<file path="config.mk">
export PLATFORM = sky130hd
export DESIGN_NAME = mem_arbiter
export DESIGN_NICKNAME = d
export VERILOG_FILES = /design/src/rtl/mem_arb_pkg.sv /design/src/rtl/mem_arbiter.sv
export SDC_FILE = /design/constraint.sdc
export NUM_CORES = 1
export LEC_CHECK = 0
export BUFFER_PORTS_ARGS = -buffer_cell sky130_fd_sc_hd__clkbuf_2
export CAP_MARGIN = 20
export CORE_AREA = 2 2 122 124
export DETAILED_ROUTE_END_ITERATION = 8
export DIE_AREA = 0 0 124 126
export SYNTH_ARGS = -nofsm -noshare
export SYNTH_HDL_FRONTEND = slang
export SYNTH_SLANG_ARGS = --single-unit
</file>
<file path="constraint.sdc">
create_clock -name clk -period 3.5 [get_ports clk]
set_clock_uncertainty 0.1 [all_clocks]
set_input_delay 0.35 -clock clk [delete_from_list [all_inputs] [get_ports clk]]
set_output_delay 0.35 -clock clk [all_outputs]
set_load 0.05 [all_outputs]
</file>
<file path="src/rtl/mem_arb_pkg.sv">
// Shared types and constants for the two-master memory arbiter.
// Latency: n/a (declarations only).
// Backpressure: n/a (declarations only).
package mem_arb_pkg;

    // Arbiter FSM encoding. The values are fixed so the state stays stable
    // when probed from other tools.
    typedef enum logic [1:0] {
        IDLE   = 2'd0,
        GRANT0 = 2'd1,
        GRANT1 = 2'd2,
        ABORT  = 2'd3
    } arb_state_t;

    // Read data returned to a master whose request was abandoned on timeout.
    localparam logic [31:0] ABORT_RDATA = 32'hDEADBEEF;

endpackage

</file>
<file path="src/rtl/mem_arbiter.sv">
// Round-robin arbiter sharing one memory port between m0 (CPU) and m1 (loader/debug).
// Latency: grant is registered; s_mem_valid rises one cycle after a request is seen in IDLE.
// Backpressure: the granted master waits on s_mem_ready; a stuck grant aborts after TIMEOUT_CYCLES.
//
// Ports: clk/reset_n (async active-low); m0_*/m1_* master request/response
// channels; s_* shared memory channel; err_timeout pulses in the abort cycle.
module mem_arbiter
    import mem_arb_pkg::*;
#(
    parameter int TIMEOUT_CYCLES = 256
) (
    input  logic        clk,
    input  logic        reset_n,

    input  logic        m0_mem_valid,
    input  logic        m0_mem_instr,
    input  logic [31:0] m0_mem_addr,
    input  logic [31:0] m0_mem_wdata,
    input  logic [3:0]  m0_mem_wstrb,
    output logic        m0_mem_ready,
    output logic [31:0] m0_mem_rdata,

    input  logic        m1_mem_valid,
    input  logic        m1_mem_instr,
    input  logic [31:0] m1_mem_addr,
    input  logic [31:0] m1_mem_wdata,
    input  logic [3:0]  m1_mem_wstrb,
    output logic        m1_mem_ready,
    output logic [31:0] m1_mem_rdata,

    output logic        s_mem_valid,
    output logic        s_mem_instr,
    output logic [31:0] s_mem_addr,
    output logic [31:0] s_mem_wdata,
    output logic [3:0]  s_mem_wstrb,
    input  logic        s_mem_ready,
    input  logic [31:0] s_mem_rdata,

    output logic        err_timeout
);

    localparam int CW = $clog2(TIMEOUT_CYCLES + 1);
    localparam logic [CW-1:0] CNT_LAST = CW'(TIMEOUT_CYCLES - 1);

    arb_state_t      state, state_nxt;
    logic            last_grant, last_grant_nxt;
    logic [CW-1:0]   wait_cnt, wait_cnt_nxt;
    logic            rst_done;
    logic            pick;
    logic            cur_master;
    logic            cur_valid;

    // Round-robin pick: on a tie the master that was not served last wins.
    always_comb begin
        pick = 1'b0;
        if (m0_mem_valid && m1_mem_valid) begin
            pick = ~last_grant;
        end else if (m1_mem_valid) begin
            pick = 1'b1;
        end
    end

    assign cur_master = (state == GRANT1);
    assign cur_valid  = cur_master ? m1_mem_valid : m0_mem_valid;

    always_comb begin
        state_nxt      = state;
        last_grant_nxt = last_grant;
        wait_cnt_nxt   = wait_cnt;
        case (state)
            IDLE: begin
                // rst_done blocks arbitration on the first edge after reset release.
                if (rst_done && (m0_mem_valid || m1_mem_valid)) begin
                    state_nxt    = pick ? GRANT1 : GRANT0;
                    wait_cnt_nxt = '0;
                end
            end
            GRANT0, GRANT1: begin
                if (s_mem_ready) begin
                    last_grant_nxt = cur_master;
                    state_nxt      = IDLE;
                end else if (!cur_valid) begin
                    state_nxt = IDLE;
                end else if (wait_cnt == CNT_LAST) begin
                    // Recording the owner here lets ABORT steer ready/rdata
                    // from last_grant without a separate owner register.
                    last_grant_nxt = cur_master;
                    state_nxt      = ABORT;
                end else if (wait_cnt != '1) begin
                    wait_cnt_nxt = wait_cnt + CW'(1);
                end
            end
            default: begin
                state_nxt = IDLE;
            end
        endcase
    end

    always_ff @(posedge clk or negedge reset_n) begin
        if (!reset_n) begin
            state      <= IDLE;
            last_grant <= 1'b1;
            wait_cnt   <= '0;
            rst_done   <= 1'b0;
        end else begin
            state      <= state_nxt;
            last_grant <= last_grant_nxt;
            wait_cnt   <= wait_cnt_nxt;
            rst_done   <= 1'b1;
        end
    end

    // Memory side: pass the owner's request through; zero in IDLE and ABORT.
    always_comb begin
        s_mem_valid = 1'b0;
        s_mem_instr = 1'b0;
        s_mem_addr  = '0;
        s_mem_wdata = '0;
        s_mem_wstrb = '0;
        case (state)
            GRANT0: begin
                s_mem_valid = m0_mem_valid;
                s_mem_instr = m0_mem_instr;
                s_mem_addr  = m0_mem_addr;
                s_mem_wdata = m0_mem_wdata;
                s_mem_wstrb = m0_mem_wstrb;
            end
            GRANT1: begin
                s_mem_valid = m1_mem_valid;
                s_mem_instr = m1_mem_instr;
                s_mem_addr  = m1_mem_addr;
                s_mem_wdata = m1_mem_wdata;
                s_mem_wstrb = m1_mem_wstrb;
            end
            default: ;
        endcase
    end

    assign err_timeout  = (state == ABORT);
    assign m0_mem_ready = ((state == GRANT0) && s_mem_ready) || (err_timeout && !last_grant);
    assign m1_mem_ready = ((state == GRANT1) && s_mem_ready) || (err_timeout && last_grant);
    assign m0_mem_rdata = (err_timeout && !last_grant) ? ABORT_RDATA : s_mem_rdata;
    assign m1_mem_rdata = (err_timeout && last_grant)  ? ABORT_RDATA : s_mem_rdata;

endmodule

</file>
==> results of run 1 <==
## metal layers
| layer | part of all wire, % | vias to the layer above | global-route usage, % | routed length (um) |
|---|---|---|---|---|
| met3 | 6.9 | 11 | 0.906 | 831 |
| met1 | 42 | 1660 | 18.1 | 5100 |
| met2 | 50 | 162 | 25.1 | 6090 |
| met4 | 0.87 | 0 | 1.72 | 105 |
| met5 | 0 | - | 0 | 0 |
| li1 | - | 1795 | - | - |
## stage by stage
| step | utilization (%) | setup WS, ns | cell area, um^2 |
|---|---|---|---|
| final | 29.7 | 0.881 | 4250 |
| after global routing | 29.7 | 0.702 | 4250 |
| after CTS | 29.6 | 0.848 | 4240 |
| after detailed placement | 29.0 | 1.10 | 4150 |
| after global placement | 29.0 | 1.12 | 4150 |
| after floorplan | - | 0.968 | 2430 |
## area by class of cell
type,count,area [um^2],share of cell area (%)
multi-input cells,291,1970,46.3
repair buffers,321,1630,38.5
flip-flops and latches,13,327,7.69
inverters,3,11.3,0.265
well taps,184,230,5.42
clock buffers,4,78.8,1.86
## worst reg2reg max path, stage by stage (launching register included)
cell and delay, ns:
dfrtp_1 0.38, inv_1 0.08, ha_2 0.58, buf_4 0.37
nand2b_1 0.16, or3b_1 0.39, o21ai_0 0.10, a22o_1 0.17
## worst paths after layout
path	end	start	slack [ns]	depth (start not counted)
max	m1_mem_rdata[14]	state[0]$_DFFE_PN0P_	0.88	4
min	wait_cnt[1]$_DFFE_PN0P_	reset_n	0.43	2
max reg2reg	state[0]$_DFFE_PN0P_	state[1]$_DFFE_PN0P_	1.10	7
min reg2reg	wait_cnt[7]$_DFFE_PN0P_	wait_cnt[7]$_DFFE_PN0P_	0.43	2
max in group asynchronous	last_grant$_DFFE_PN1P_	reset_n	2.56	2
min in group clk	wait_cnt[7]$_DFFE_PN0P_	wait_cnt[7]$_DFFE_PN0P_	0.43	2
## layout by cell type (no fill, tap or decap), types with 2 or more instances in the layout
cell type and count:
a22o_1 2, a22oi_1 70, and2_1 18, and3_1 3, buf_4 9, clkbuf_16 3
clkbuf_2 311, dfrtp_1 12, ha_1 4, ha_2 3, inv_1 3, mux2_2 3
mux2i_1 2, nand2_1 17, nand2b_1 52, nand3_1 9, nand4_1 6, nor2_1 3
nor2b_1 72, o211ai_1 5, o21ai_0 3, o311ai_0 3
## registers in the layout, summed over array words and instances, names as in the netlist
signal / cells
wait_cnt: 9
state: 2
last_grant: 1
rst_done: 1
## cells by family after synthesis
logic type | share of synthesized area [%]
muxes | 2.22
other | 0.154
buffers and inverters | 5.82
DFF | 13.5
AOI/OAI and AO/OA | 27.8
and+or+nand+nor | 46.9
adders and majority gates | 3.61
## power breakdown
group | switching [uW] | internal [uW]
registers | 41.1 | 185
clock network | 62.4 | 154
logic | 1970 | 799
total | 2070 | 1140
==> metrics.md, run 1 <==
| Metric | Value |
|---|---|
| Slowest-stage cell, CP | nand2_1 |
| First-pass GRT wire length | 17,000 um |
| Syn nets | 522 |
| CP max stage delay | 0.75 ns |
| TritonCTS Buffers | 3 |
| CTS Hold Bufs | 1 |
| Worst-skew pair later-pin latency | 0.24 ns |
| Drt first pass iters | 4 |
| Placed Cells | 810 |
| Critical Path Source Type | register |
| Overall power | 3210 uW |
| Total clock sinks | 13 |
| Nets@finish | 815 |
| HPWL Detailed | 10,100 um |
| Area grow syn2layout | 75.0% |
| Reg clk slew, reported paths | 0.04 ns |
| Global placer's final weighted congestion | 0.783 |
| Netlist cell types | 38 |
| TritonCTS clock tree | done |
| Rows | 44 |
| Critical path's top delay family | simple AND/OR/NAND/NOR gates |
| CTS Root Cell | clkbuf_16 |
| Max Freq | 382 MHz |
| Async set or reset register ratio after synthesis | 100% |
| Hold Slack | 0.425 ns |
| Antenna violations before repair | 0 |
| Vias in the first global route | 3,169 |
| Synthesized flop and latch total | 13 |
| Commonest cells post-synth | nor2b_1 (72), a22oi_1 (70), nand2b_1 (52) |
| Most frequently used flop master after synthesis | dfrtp_1 |
| Setup TNS Final | 0 ns |
| Yosys warns | 0 |
| Initial DRC count | 163 |
| Cts repair resizes | 0 |
| Remaining antenna violation count | 0 |
| Final Hold Viols | 0 |
| DRC | 0 |
| Largest net degree at the start of global routing | 40 |
| Remaining global-route overflow | 0 |
| DIE AREA | 15,600 um^2 |
| Tcrit/Tclk final | 74.8% |
| CP arrival | 2.17 ns |
| Post-synth EDFFs | 0 |
| Crit-path max FO | 33 |
| Maxcap violations | 0 |
| Layout cells sized above 1 | 52.5% |
| WP buf/inv | 1 |
| Initial core utilization | 17.0% |
| Share of the synthesized area in the top cell type | 21.6% |
| VDD IR-drop max | 0.000333 V |
| Via Count | 3,628 |
| Most common cell in the netlist | nor2b_1 |
| Layout Cells excl Fill | 816 |
| Fill count | 1,578 |
| Worst setup EP type | output port |
| HP Class | in2async |
| Clock Path Buffers | 2 |
| Synth Instances | 340 |
| Sequential-to-total area share from yosys stat | 13.5% |
| Drt wl/cell | 14.9 um |
| CP Cell Sequence | ha_1 > nand2_1 > and2_1 > clkbuf_2 |
| Setup Fix Bufs, Post-CTS | 0 |
| WS Path Type | reg2out |
| Avg Vias per Cell | 4.45 |
| Core area | 14,300 um^2 |
| Critical Path RT | 3.05 ns |
| RSZ-0062 raised after global routing | no |
| Die Width | 124 um |
| Synth area leader | a22oi_1 |
| Top cells by area, synth | a22oi_1 (22%), nor2b_1 (19%), nand2b_1 (13%) |
| Ant. Diodes | 0 |
| Leak pwr | 0.00225 uW |
| Total track usage | 13.8% |
| IO buf count | 311 |
| Status | finished, final reports clean |
| H-tree depth | 1 |
| Total power per unit cell area | 755 nW/um^2 |
| Fin crit period | 2.62 ns |
| Average cell area after synthesis | 7.14 um^2 |
| IO Pins | 312 |
| Die height | 126 um |
| Fin. max-slew vios | 0 |
| DRT Wirelength | 12,100 um |
| Rel. slew slack | 31.8% |
| Final setup vio count | 0 |
| Cell area after synthesis | 2430 um^2 |
| Worst Max-Slew Pin Slew | 1.02 ns |
(Power assumes the default switching activity.)
==> inputs of run 2 (changes only) <==
Settings changed: CORE_AREA 2 2 122 124 to 2 2 121 123, DIE_AREA 0 0 124 126 to 0 0 123 125.
Clock period 3.5 ns to 2.2 ns, I/O delays scaled along.
==> run 2 against run 1 <==
Register-to-register slack worse by 0.98 ns. Cell count is 1.3% higher. Hold slack worse by 0.10 ns. Combinational power up 97%. Critical path depth up 2. Sequential share of layout area decreased by 0.98 points. Via count up 3.2%. Utilization is 4.9 points higher. Sequential power increased by 52%. Die area fell by 1.6%. Total power grew 91%. Wire length grew 10%. Critical path type unchanged. Highest routed layer unchanged.
==> metrics.md, run 2 (synthesized netlist as in run 1, its figures left out) <==
| Metric | Value |
|---|---|
| H-tree depth | 1 (unchanged) |
| Reg clk slew, reported paths | 0.04 ns (about the same) |
| Global placer's final weighted congestion | 0.831 (+6.1%) |
| Final Util | 34.6% (+4.9 points) |
| Worst setup EP type | output port |
| Tcrit/Tclk final | 95.8% |
| First-pass GRT wire length | 18,300 um (+7.8%) |
| RSZ-0062 raised after global routing | no |
| Most flop-heavy register | wait_cnt |
| CP max stage delay | 0.43 ns (-0.32 ns) |
| Initial core utilization | 17.1% (+0.13 points) |
| Slowest-stage cell, CP | dfrtp_2 |
| Worst Max-Slew Pin Slew | 0.503 ns (-0.518 ns) |
| Total track usage | 15.1% (+1.3 points) |
| Most frequent cells in the layout | clkbuf_2 (253), a22oi_1 (70), nor2b_2 (69), nand2b_1 (52), buf_2 (30) |
| Nets@finish | 826 (+1.3%) |
| Critical Path RT | 1.88 ns (-1.17 ns) |
| Vias in the first global route | 3,410 (+7.6%) |
| Via Count | 3,744 (+3.2%) |
| DRT Wirelength | 13,300 um (+10%) |
| CP Cell Sequence | inv_1 > ha_4 > buf_4 > a22oi_1 > nor2b_2 > buf_2 |
| Die height | 125 um (-0.79%) |
| Area grow syn2layout | 102% |
| Fill count | 1,516 (-3.9%) |
| Initial DRC count | 129 (-21%) |
| Die Width | 123 um (-0.81%) |
| Ant. Diodes | 0 (unchanged) |
| Rel. slew slack | 65.5% (+34 points) |
| IO Pins | 312 (unchanged) |
| DRC | 0 (unchanged) |
| Final setup vio count | 0 (unchanged) |
| Avg Vias per Cell | 4.53 (+1.8%) |
| Regs by FF count | wait_cnt x9, state x2 |
| Total power per unit cell area | 1250 nW/um^2 (+65%) |
| Largest net degree at the start of global routing | 59 (+48%) |
| Fin crit period | 2.11 ns |
| Remaining antenna violation count | 0 (unchanged) |
| HPWL Detailed | 10,800 um (+6.1%) |
| Leak pwr | 0.00248 uW (+10%) |
| Core area | 14,200 um^2 (-0.77%) |
| TritonCTS Buffers | 3 (unchanged) |
| TritonCTS clock tree | done |
| Total clock sinks | 13 (unchanged) |
| Max reg flops | 9 (unchanged) |
| Most common cell after layout, fill and taps aside | clkbuf_2 |
| Fin. max-slew vios | 0 (unchanged) |
| Clock Path Buffers | 2 (unchanged) |
| IO buf count | 311 (unchanged) |
| Setup Fix Bufs, Post-CTS | 0 (unchanged) |
| Crit-path max FO | 13 (-61%) |
| Drt wl/cell | 16.1 um (+8.6%) |
| Remaining global-route overflow | 0 (unchanged) |
| Antenna violations before repair | 0 (unchanged) |
| Critical Path Source Type | register |
| Rows | 44 (unchanged) |
| Layout cells sized above 1 | 64.5% (+12 points) |
| Setup TNS Final | 0 ns (unchanged) |
| CP arrival | 1.79 ns (-0.38 ns) |
| DIE AREA | 15,400 um^2 (-1.6%) |
| Final Hold Viols | 0 (unchanged) |
| Drt first pass iters | 4 (unchanged) |
| CTS Root Cell | clkbuf_16 |
| Max Freq | 475 MHz |
| VDD IR-drop max | 0.000676 V (+100%) |
| HP Class | in2async |
| Worst-skew pair later-pin latency | 0.24 ns (about the same) |
| Status | finished, final reports clean |
| WS Path Type | reg2out |
| Maxcap violations | 0 (unchanged) |
-- run 2: path summary, 6_finish.rpt --
path | from | to | slack, ns | cells past startpoint
max in group asynchronous | reset_n | last_grant$_DFFE_PN1P_ | 1.39 | 2
hold reg to reg | wait_cnt[4]$_DFFE_PN0P_ | wait_cnt[4]$_DFFE_PN0P_ | 0.44 | 2
setup / recovery | state[1]$_DFFE_PN0P_ | s_mem_wdata[25] | 0.09 | 6
setup reg to reg | wait_cnt[0]$_DFFE_PN0P_ | wait_cnt[4]$_DFFE_PN0P_ | 0.12 | 8
min in group clk | wait_cnt[4]$_DFFE_PN0P_ | wait_cnt[4]$_DFFE_PN0P_ | 0.44 | 2
hold / removal | reset_n | wait_cnt[3]$_DFFE_PN0P_ | 0.32 | 2
-- run 2: what timing repair did --
action | in CTS | in global routing
gates resized for setup | 0 | 64
hold buffers | 1 | 0
endpoints found under the setup margin | 0 | 70
endpoints found under the hold margin | 12 | 0
-- run 2: cell type report --
type                    instances  area [um^2]  area share, %
repair buffers                332         2090           42.6
well taps                     184          230           4.69
clock buffers                   4         78.8           1.61
inverters                       3         11.3          0.229
multi-input cells             291         2170           44.2
flip-flops and latches         13          329           6.70
-- run 2: layer usage --
metal	track usage, %	up-vias	wire length (um)
met4	1.47	0	78
met5	0	-	0
met1	18.1	1716	5260
met2	29.5	209	7030
met3	1.14	4	973
li1	-	1815	-
-- run 2: power by group --
group,switching [uW],internal (uW)
combinational,3430,2010
sequential,45.8,298
clock,92.0,244
-- run 2: worst max-delay path, delay by kind of cell, from the launching register on --
family / cells / cell delay, ns
DFF: 1 / 0.43
AOI/OAI and AO/OA: 1 / 0.11
adders and majority gates: 1 / 0.21
buffers and inverters: 3 / 0.64
and+or+nand+nor: 1 / 0.13
-- run 2: per-stage QoR --
step | hold WS (ns) | total power [uW] | instance area (um^2) | setup slack (ns) | cells
finish | 0.321 | 6120 | 4910 | 0.0931 | 827
global route | 0.343 | 6490 | 4910 | 0.00160 | 827
CTS | 0.335 | 5840 | 4770 | 0.00734 | 824
detailed placement | 0.0442 | 5490 | 4680 | 0.0876 | 819
global placement | 0.0400 | 5500 | 4680 | 0.134 | 819
floorplan | -0.176 | 3960 | 2600 | 0.0000708 | 340
==> inputs of run 3 (changes only) <==
Settings changed: PLACE_DENSITY from default to 0.58, RECOVER_POWER from default to 25.
==> run 3 against run 2 <==
Die area did not move. Sequential share of layout area shrank 0.21 points. Critical path depth did not move. Flip-flop and latch count is the same. Register-to-register slack about the same. Wire length shrank 6.2%. Total power up 2.7%. Clock power is 1% higher. Hold slack improved by 0.11 ns. Critical path type unchanged. Critical endpoint is now s_mem_wdata[7]. Largest power group unchanged.
==> metrics.md, run 3 (synthesized netlist as in run 1, its figures left out) <==
| Metric | Value |
|---|---|
| Total power per unit cell area | 1240 nW/um^2 (-0.51%) |
| Core area | 14,200 um^2 (unchanged) |
| IO buf count | 311 (unchanged) |
| Antenna violations before repair | 0 (unchanged) |
| Remaining antenna violation count | 0 (unchanged) |
| Min-delay src | s_mem_ready |
| Status | finished, final reports clean |
| Max reg flops | 9 (unchanged) |
| Tcrit/Tclk final | 95.3% (-0.47 points) |
| Nets@finish | 828 (+0.24%) |
| Layout cells sized above 1 | 64.3% (-0.20 points) |
| Most frequent cells in the layout | clkbuf_2 (239), a22oi_1 (70), nor2b_2 (69), nand2b_1 (52), clkbuf_4 (47) |
| Leak pwr | 0.00249 uW (+0.34%) |
| DIE AREA | 15,400 um^2 (unchanged) |
| Avg Vias per Cell | 4.49 (-0.75%) |
| Remaining global-route overflow | 0 (unchanged) |
| Final setup vio count | 0 (unchanged) |
| CP arrival | 1.78 ns (about the same) |
| Worst-skew pair later-pin latency | 0.24 ns (about the same) |
| Critical path's top delay family | buffers and inverters |
| Reg2Reg Depth | 8 (unchanged) |
| Fill count | 1,518 (+0.13%) |
| Critical Path Source Type | register |
| TritonCTS Buffers | 3 (unchanged) |
| Via Count | 3,725 (-0.51%) |
| Most common cell after layout, fill and taps aside | clkbuf_2 |
| Hold Slack | 0.435 ns (+0.115 ns) |
| Regs by FF count | wait_cnt x9, state x2 |
| Slowest-stage cell, CP | dfrtp_2 |
| Final Hold Viols | 0 (unchanged) |
| Setup TNS Final | 0 ns (unchanged) |
| Crit-path max FO | 17 (+4) |
| Fin crit period | 2.10 ns (-0.0104 ns) |
| Die Width | 123 um (unchanged) |
| Worst Hold End | wait_cnt[4]$_DFFE_PN0P_ |
| Initial core utilization | 17.1% (unchanged) |
| Drt first pass iters | 4 (unchanged) |
| TritonCTS clock tree | done |
| VDD IR-drop max | 0.000646 V (-4.4%) |
| Total track usage | 14.2% (-0.86 points) |
| Area grow syn2layout | 109% |
| CP Cell Sequence | inv_1 > ha_4 > buf_6 > a22oi_1 > nor2b_2 > buf_2 |
| CP max stage delay | 0.44 ns (about the same) |
| DRT Wirelength | 12,500 um (-6.2%) |
| Most flop-heavy register | wait_cnt |
| Reg2reg end | wait_cnt[4]$_DFFE_PN0P_ |
| Worst Max-Slew Pin Slew | 0.764 ns (+0.261 ns) |
| Rows | 44 (unchanged) |
| Vias in the first global route | 3,357 (-1.6%) |
| H-tree depth | 1 (unchanged) |
| FF-to-FF Start | wait_cnt[0]$_DFFE_PN0P_ |
| First-pass GRT wire length | 17,400 um (-5.2%) |
| Ant. Diodes | 0 (unchanged) |
| Max Freq | 477 MHz (+0.50%) |
| Drt wl/cell | 15.1 um (-6.4%) |
| WS Path Type | reg2out |
| R2R setup slack | 0.12 ns (about the same) |
| HP Class | in2reg |
| Fin. max-slew vios | 0 (unchanged) |
| RSZ-0062 raised after global routing | no |
| Reg clk slew, reported paths | 0.04 ns (about the same) |
| HPWL Detailed | 10,000 um (-6.8%) |
| Initial DRC count | 105 (-19%) |
| Clock Path Buffers | 2 (unchanged) |
| Hold path cells | 5 |
| Global placer's final weighted congestion | 0.838 (+0.91%) |
| Critical Path RT | 1.88 ns (about the same) |
| IO Pins | 312 (unchanged) |
| Largest net degree at the start of global routing | 56 (-5.1%) |
| DRC | 0 (unchanged) |
| CTS Root Cell | clkbuf_16 |
| Maxcap violations | 0 (unchanged) |
| Die height | 125 um (unchanged) |
| Worst setup EP type | output port |
| Rel. slew slack | 49.0% (-16 points) |
| Total clock sinks | 13 (unchanged) |
| WP buf/inv | 3 (unchanged) |
run 3: cell count changes in the layout (fill, tap and decap cells not counted):
cell | previous run | this run
buf_6 | 0 | 2
clkbuf_1 | 1 | 3
buf_4 | 11 | 10
clkbuf_2 | 253 | 239
buf_2 | 30 | 6
clkbuf_4 | 14 | 47
buf_12 | 20 | 24
run 3: worst reg2reg max path, delay by kind of cell, from the launching register on:
kind | cells | cell delay, ns
AND/OR/NAND/NOR | 6 | 1.06
flip-flops | 1 | 0.38
adder cells (fa/ha/maj) | 2 | 0.47
run 3: area by class of cell:
type                    instances  area [um^2]  area share (%)
inverters                       3         11.3           0.222
well taps                     184          230            4.54
repair buffers                334         2250            44.4
multi-input cells             291         2170            42.8
clock buffers                   4         78.8            1.56
flip-flops and latches         13          329            6.49
run 3: power by group:
part	leakage, uW	total (uW)	switching [uW]	internal [uW]
clock network	0.0000382	341	97.0	244
registers	0.000170	352	54.6	298
logic	0.00228	5590	3400	2190
total	0.00249	6280	3560	2730
run 3: per-layer routing:
layer	vias to the layer above	share of wire (%)	routed length (um)	GRT usage [%]
met3	4	8.8	1100	2.10
met2	224	51	6430	26.9
met5	-	0	0	0
li1	1827	-	-	-
met1	1670	39	4900	17.2
met4	0	0.71	89	1.74
run 3: through the flow:
| step | instances | power [uW] | area, um^2 | util (%) | setup WS [ns] |
|---|---|---|---|---|---|
| 2_1_floorplan | 340 | 3960 | 2600 | - | 0.0000708 |
| 3_3_place_gp | 820 | 5560 | 4740 | 33.4 | 0.127 |
| 3_5_place_dp | 820 | 5550 | 4740 | 33.4 | 0.104 |
| 4_1_cts | 825 | 6010 | 4910 | 34.6 | 0.00170 |
| 5_1_grt | 829 | 6670 | 5070 | 35.7 | 0.00543 |
| 6_report | 829 | 6280 | 5070 | 35.7 | 0.103 |
run 3: worst max-delay path by stage:
stage	depth (start not counted)	end	from	slack [ns]
after global placement	8	wait_cnt[4]$_DFFE_PN0P_	wait_cnt[0]$_DFFE_PN0P_	0.13
final	6	s_mem_wdata[7]	state[0]$_DFFE_PN0P_	0.10
after CTS	6	s_mem_addr[27]	state[0]$_DFFE_PN0P_	0.002
after floorplan	5	s_mem_wdata[26]	state[0]$_DFFE_PN0P_	0.00007
after global routing	7	state[0]$_DFFE_PN0P_	state[0]$_DFFE_PN0P_	0.005
after detailed placement	8	wait_cnt[4]$_DFFE_PN0P_	wait_cnt[0]$_DFFE_PN0P_	0.10
run 3: repair_timing:
item	4_1_cts	5_1_grt
pin swaps	0	3
buffers inserted	0	1
setup endpoints to repair	61	72
resized for setup	31	48
endpoints found under the hold margin	12	0
hold buffers	1	0
cloned	0	3
